## src/rtl/reg_dump_ctrl_pkg.sv

```systemverilog
// Shared definitions for the register dump controller.
//   state_e        : controller FSM states (2-bit encoding)
//   BYTES_PER_REG  : bytes in one register frame (index byte + 4 data bytes)
//   CNT_W          : width of the byte counter inside the serializer
//   HDR_IDX        : byte position of the index (header) byte in a frame
//   LAST_BYTE      : byte position of the final data byte in a frame
package reg_dump_ctrl_pkg;

    typedef enum logic [1:0] {
        ST_IDLE   = 2'd0,
        ST_SETTLE = 2'd1,
        ST_SEND   = 2'd2,
        ST_DONE   = 2'd3
    } state_e;

    localparam int BYTES_PER_REG = 5;
    localparam int CNT_W         = 3;

    localparam logic [CNT_W-1:0] HDR_IDX   = 3'd0;
    localparam logic [CNT_W-1:0] LAST_BYTE = CNT_W'(BYTES_PER_REG - 1);

endpackage

```

## src/rtl/reg_dump_ctrl_serializer.sv

```systemverilog
// Turns one sampled register into a 5-byte valid/ready frame:
// index byte first, then the data word least-significant byte first.
// Ports:
//   clk, rst    : clock and asynchronous active-high reset
//   load        : capture data/index frame source and restart at the header
//   send        : frame is being presented (drives tx_valid)
//   data        : register value, sampled only on load
//   index       : register index, shown in the header byte
//   tx_ready    : transmitter handshake
//   tx_data     : byte currently offered
//   tx_valid    : tx_data is valid
//   last_byte   : final byte of the frame is being transferred this cycle
module reg_dump_ctrl_serializer
    import reg_dump_ctrl_pkg::*;
#(
    parameter int IDX_W  = 5,
    parameter int DATA_W = 32
) (
    input  logic              clk,
    input  logic              rst,
    input  logic              load,
    input  logic              send,
    input  logic [DATA_W-1:0] data,
    input  logic [IDX_W-1:0]  index,
    input  logic              tx_ready,
    output logic [7:0]        tx_data,
    output logic              tx_valid,
    output logic              last_byte
);

    logic [CNT_W-1:0]  byte_cnt_q, byte_cnt_d;
    logic [DATA_W-1:0] data_q, data_d;
    logic [7:0]        byte_sel;
    logic              xfer;

    assign xfer      = send && tx_ready;
    assign tx_valid  = send;
    assign last_byte = xfer && (byte_cnt_q == LAST_BYTE);

    // Byte counter and data snapshot: the counter only moves on a real
    // handshake, so a stalled byte is held unchanged until it is accepted.
    always_comb begin
        byte_cnt_d = byte_cnt_q;
        data_d     = data_q;
        if (load) begin
            byte_cnt_d = HDR_IDX;
            data_d     = data;
        end else if (xfer) begin
            byte_cnt_d = (byte_cnt_q == LAST_BYTE) ? HDR_IDX : byte_cnt_q + 1'b1;
        end
    end

    // Frame byte multiplexer; tx_data idles at zero when nothing is offered.
    always_comb begin
        byte_sel = 8'h00;
        case (byte_cnt_q)
            HDR_IDX: byte_sel = {{(8-IDX_W){1'b0}}, index};
            3'd1:    byte_sel = data_q[7:0];
            3'd2:    byte_sel = data_q[15:8];
            3'd3:    byte_sel = data_q[23:16];
            3'd4:    byte_sel = data_q[31:24];
            default: byte_sel = 8'h00;
        endcase
        tx_data = send ? byte_sel : 8'h00;
    end

    always_ff @(posedge clk or posedge rst) begin
        if (rst) begin
            byte_cnt_q <= HDR_IDX;
            data_q     <= '0;
        end else begin
            byte_cnt_q <= byte_cnt_d;
            data_q     <= data_d;
        end
    end

endmodule

```

## src/rtl/reg_dump_ctrl.sv

```systemverilog
// Register dump master: walks the register file debug view from first_reg
// to last_reg (inclusive) and streams each register as a 5-byte frame.
// Ports:
//   clk, rst            : clock and asynchronous active-high reset
//   start, abort        : dump request (IDLE only) / synchronous cancel
//   first_reg, last_reg : dump range, latched when start is accepted
//   view, view_data     : register file debug index and its read data
//   tx_data, tx_valid   : byte stream to the transmitter
//   tx_ready            : transmitter accepts the current byte
//   busy                : dump in progress (SETTLE or SEND)
//   done                : one-cycle pulse when a dump completes normally
//   range_err           : one-cycle pulse when start had first_reg > last_reg
module reg_dump_ctrl
    import reg_dump_ctrl_pkg::*;
#(
    parameter int IDX_W  = 5,
    parameter int DATA_W = 32
) (
    input  logic              clk,
    input  logic              rst,
    input  logic              start,
    input  logic              abort,
    input  logic [IDX_W-1:0]  first_reg,
    input  logic [IDX_W-1:0]  last_reg,
    output logic [IDX_W-1:0]  view,
    input  logic [DATA_W-1:0] view_data,
    output logic [7:0]        tx_data,
    output logic              tx_valid,
    input  logic              tx_ready,
    output logic              busy,
    output logic              done,
    output logic              range_err
);

    state_e           state_q, state_d;
    logic [IDX_W-1:0] view_q, view_d;
    logic [IDX_W-1:0] last_q, last_d;
    logic             range_err_q, range_err_d;
    logic             load;
    logic             last_byte;

    // Next-state logic. Abort overrides everything, including a start seen in
    // IDLE and a final byte completing in SEND, so it never yields done.
    // The view only advances after the last byte of a frame that is not the
    // final register, which is what keeps it from wrapping past 31.
    always_comb begin
        state_d     = state_q;
        view_d      = view_q;
        last_d      = last_q;
        range_err_d = 1'b0;
        load        = 1'b0;
        case (state_q)
            ST_IDLE: begin
                if (!abort && start) begin
                    if (first_reg <= last_reg) begin
                        state_d = ST_SETTLE;
                        view_d  = first_reg;
                        last_d  = last_reg;
                    end else begin
                        range_err_d = 1'b1;
                    end
                end
            end
            ST_SETTLE: begin
                if (abort) begin
                    state_d = ST_IDLE;
                end else begin
                    load    = 1'b1;
                    state_d = ST_SEND;
                end
            end
            ST_SEND: begin
                if (abort) begin
                    state_d = ST_IDLE;
                end else if (last_byte) begin
                    if (view_q == last_q) begin
                        state_d = ST_DONE;
                    end else begin
                        state_d = ST_SETTLE;
                        view_d  = view_q + 1'b1;
                    end
                end
            end
            ST_DONE: begin
                state_d = ST_IDLE;
            end
            default: begin
                state_d = ST_IDLE;
            end
        endcase
    end

    // State, view index, latched range end and the range error pulse.
    always_ff @(posedge clk or posedge rst) begin
        if (rst) begin
            state_q     <= ST_IDLE;
            view_q      <= '0;
            last_q      <= '0;
            range_err_q <= 1'b0;
        end else begin
            state_q     <= state_d;
            view_q      <= view_d;
            last_q      <= last_d;
            range_err_q <= range_err_d;
        end
    end

    assign view      = view_q;
    assign busy      = (state_q == ST_SETTLE) || (state_q == ST_SEND);
    assign done      = (state_q == ST_DONE);
    assign range_err = range_err_q;

    reg_dump_ctrl_serializer #(
        .IDX_W  (IDX_W),
        .DATA_W (DATA_W)
    ) u_serializer (
        .clk       (clk),
        .rst       (rst),
        .load      (load),
        .send      (state_q == ST_SEND),
        .data      (view_data),
        .index     (view_q),
        .tx_ready  (tx_ready),
        .tx_data   (tx_data),
        .tx_valid  (tx_valid),
        .last_byte (last_byte)
    );

endmodule
```

## config.mk

```make
export PLATFORM = sky130hd
export DESIGN_NAME = reg_dump_ctrl
export DESIGN_NICKNAME = d
export VERILOG_FILES = /design/src/rtl/reg_dump_ctrl_pkg.sv /design/src/rtl/reg_dump_ctrl_serializer.sv /design/src/rtl/reg_dump_ctrl.sv
export SDC_FILE = /design/constraint.sdc
export NUM_CORES = 1
export LEC_CHECK = 0
export ABC_AREA = 1
export ABC_CLOCK_PERIOD_IN_PS = 1400
export CORE_MARGIN = 1.5
export CORE_UTILIZATION = 45
export CTS_CLUSTER_SIZE = 12
export DETAILED_ROUTE_END_ITERATION = 8
export GPL_TIMING_DRIVEN = 0
export PLACE_DENSITY = 0.76
export SETUP_SLACK_MARGIN = 0.15
export SLEW_MARGIN = 40
export SYNTH_ARGS = -nofsm -noshare
export SYNTH_HDL_FRONTEND = slang
export SYNTH_SLANG_ARGS = --single-unit
```

## constraint.sdc

```tcl
create_clock -name clk -period 1.4 [get_ports clk]
set_input_delay 0.14 -clock clk [delete_from_list [all_inputs] [get_ports clk]]
set_output_delay 0.14 -clock clk [all_outputs]
set_load 0.03 [all_outputs]
```

==> key figures <==
Outcome
  – Status: complete, but fails checks
  – Failing checks: negative setup slack

Timing
  – Slew Viols, Final: 0
  – Final period utilization: 148%
  – Final setup fails: 50
  – Setup WS post-layout: -0.676 ns
  – Relative slew slack: between 70 and 80%
  – Final Hold Viols: 0
  – Hold_ws: 0.0828 ns
  – Measured slew at the worst slew-check pin: 0.339 ns
  – TNS Setup: -11.96 ns
  – Clock Skew: 0.0172 ns
  – RSZ-0062 raised after global routing: yes
  – Minimum clock period: between 2 and 2.5 ns
  – Achievable Freq: 482 MHz

Setup path
  – Worst setup EP type: primary output
  – Max incr delay on CP: 0.43 ns
  – Startpoint Class: flip-flop
  – Critical path cell sequence: inv_2, ha_4, buf_6, buf_4, a32o_1, nor3_2, nor2_4, buf_6
  – CP max-delay cell: dfrtp_1
  – Most frequent CP cell: buf_6
  – Required time of the critical path: 1.26 ns
  – Worst path arrival time: 1.94 ns
  – Kind of critical path: flip-flop to primary output
  – Critical path fanouts, max: 5

GRT
  – Global-route usage over all layers: 27.4%
  – First-pass GRT wire length: 13200 um
  – Initial antenna violation count: 0
  – Remaining global-route overflow: 0
  – Vias in the first global route: 2768
  – Pin count of the biggest net entering global routing: 24

Power
  – Switch Pwr: between 3 and 4 mW
  – Switch share: ~43%
  – Internal: 5.14 mW
  – Sequential power share: 27.7%
  – Logic gate share of total power: about three fifths
  – VDD IR max: between 1 and 1.5 mV
  – Overall Power: 9.06 mW
  – Pwr Density: 1940 mW/mm^2
  – Leak Pwr: about 2.2 nW
  – Clk pwr share: between 10% and 20%

Die
  – Std cell rows: 27
  – Number of top-level pins: between 60 and 70
  – Die H: 80.0 um
  – Core area: 0.00561 mm^2
  – Die ar.: roughly 0.0064 mm^2
  – Die Wd: 80.0 um
  – Initial Util: 47.6%

Final layout
  – Fill count: between 300 and 400
  – Non-filler cells, final: a little over 500
  – Layout cell share with drive strength beyond 1: a little under half
  – Diode count: 0
  – Nets: 496
  – Core Util, Final: 83.5%
  – Most frequent cells in the layout: 47 x nand2_1, 44 x dfrtp_1, 36 x inv_1, 36 x clkdlybuf4s50_1, 27 x buf_6
  – Area growth from synthesis to layout: 75.2%
  – Commonest non-fill, non-tap cell in the layout: nand2_1
  – Design area: approximately 0.0047 mm^2

Routing
  – Post-Route WL: 10100 um
  – Routed Antenna Nets: 0
  – Iteration-0 DRC Markers: around 290
  – DR DRC count: 0
  – Avg WL per Cell: approximately 20 um
  – 1st-pass router iterations: 5
  – Via count: 2863
  – Vias per inst: 5.65

Clock tree
  – Clk buf depth: 2
  – Clk slew on worst S/H paths: 0.09 ns
  – TritonCTS buffer count: 5
  – Clk sinks: 48
  – H-tree depth: 2
  – CTS root buffer: clkbuf_8
  – Post-cts hold buffer count: 0
  – Worst-skew pair later-pin latency: 0.32 ns
  – CTS tree: done

Logic synthesis
  – Mean post-synth cell area: slightly above 8 um^2
  – EDFF count, synth: 0
  – Ys async rst share: 100%
  – Cell variety after synth: 28
  – Cell Area, Synth: roughly 0.0027 mm^2
  – Top FF cell, synth: dfrtp_1
  – Yosys warns: 0
  – Seq/Total Area, Yosys: 45.0%
  – Mapped Nets: 384
  – Synthesized instance count: between 300 and 400
  – Synth Register Bits: 48

Placed design
  – # placed instances: 459
  – Pre-CTS setup slack: -0.895 ns
  – Placed Area: 0.00358 mm^2
  – Hpwl dp: 5160 um
  – Port Buffer Count: 63
  – RePlAce Congestion: 0.867

Hold path
  – Worst min-delay path class: primary input to asynchronous set/reset pin

Job
  – Max-cap check violation count: 0
==> registers in the layout (all words and copies together), names as in the netlist <==
register,count
last_q,5
range_err,1
state_q,2
u_serializer.byte_cnt_q,3
u_serializer.data_q,32
view,5
==> per-layer routing <==
metal | share of wire, % | up-vias | GRT usage (%)
met5 | 0 | - | 0
met4 | 4.5 | 0 | 13.3
met3 | 5.8 | 37 | 5.94
met2 | 50 | 156 | 47.7
met1 | 39 | 1403 | 31.5
li1 | - | 1267 | -
==> cell usage after synthesis, drive strengths merged (2+ instances only) <==
master	count	share of area, %
nand2	68	11
inv	51	7.2
dfrtp	48	45
nor2	43	6.3
a21oi	22	4.1
nand3	16	3.6
ha	15	7.0
o21ai	13	2.4
mux2	11	4.6
o22ai	8	1.9
buf	7	1.4
a32o	3	1.1
nor3	3	0.56
o221ai	3	0.98
a211oi	2	0.56
clkbuf	2	0.28
nand4	2	0.47
xor2	2	0.66
==> worst paths after layout <==
| kind | startpoint | to | slack, ns | cells after the start |
|---|---|---|---|---|
| max | u_serializer.byte_cnt_q[1]$_DFFE_PP0P_ | tx_data[3] | -0.68 | 8 |
| min | rst | u_serializer.data_q[8]$_DFFE_PP0P_ | 0.08 | 2 |
| max reg2reg | state_q[0]$_DFFE_PP0P_ | u_serializer.data_q[4]$_DFFE_PP0P_ | -0.26 | 10 |
| min reg2reg | u_serializer.data_q[25]$_DFFE_PP0P_ | u_serializer.data_q[25]$_DFFE_PP0P_ | 0.53 | 1 |
| max in group asynchronous | rst | state_q[1]$_DFFE_PP0P_ | 0.76 | 4 |
| min in group clk | last_reg[0] | last_q[0]$_DFFE_PP0P_ | 0.18 | 3 |
==> worst max-delay path, delay by kind of cell (launching register included) <==
family | cells | cell delay [ns]
flops | 1 | 0.43
compound gates | 1 | 0.26
simple gates | 2 | 0.27
fa+ha+maj | 1 | 0.18
buf+inv | 4 | 0.49
==> area by class of cell <==
| type | count | area [um^2] | share of cell area (%) |
|---|---|---|---|
| plain buffers | 9 | 145 | 3.10 |
| inverters | 51 | 206 | 4.41 |
| repair inverters | 1 | 7.51 | 0.160 |
| clock inverters | 3 | 42.5 | 0.909 |
| clock buffers | 5 | 68.8 | 1.47 |
| well taps | 72 | 90.1 | 1.92 |
| flip-flops and latches | 48 | 1210 | 25.8 |
| repair buffers | 103 | 1120 | 24.0 |
| multi-input cells | 215 | 1790 | 38.3 |
==> logic make-up (layout without fill, tap and decap cells) <==
kind of cell,count (synthesis),after routing,synth area share (%)
muxes,11,11,4.64
xor gates and xnor gates,3,3,0.984
DFF,48,48,45.0
AOI/OAI and AO/OA,53,53,11.7
buffers and inverters,60,172,8.85
adders and majority gates,15,15,7.03
and+or+nand+nor,132,133,21.9
==> power groups by stage <==
stage | registers (mW) | clock network (mW) | logic (mW)
floorplan | 2.46 | 0 | 2.33
global placement | 2.40 | 0 | 3.21
detailed placement | 2.43 | 0 | 3.32
CTS | 2.42 | 1.02 | 4.24
global route | 2.55 | 1.08 | 5.86
finish | 2.51 | 1.04 | 5.51
==> timing repair <==
| action | CTS | global route |
|---|---|---|
| hold endpoints to repair | 0 | 0 |
| setup buffers | 21 | 11 |
| gates cloned | 3 | 5 |
| endpoints found under the setup margin | 65 | 61 |
| resized for setup | 183 | 83 |
| pin swaps | 19 | 30 |
(Power assumes the default switching activity.)
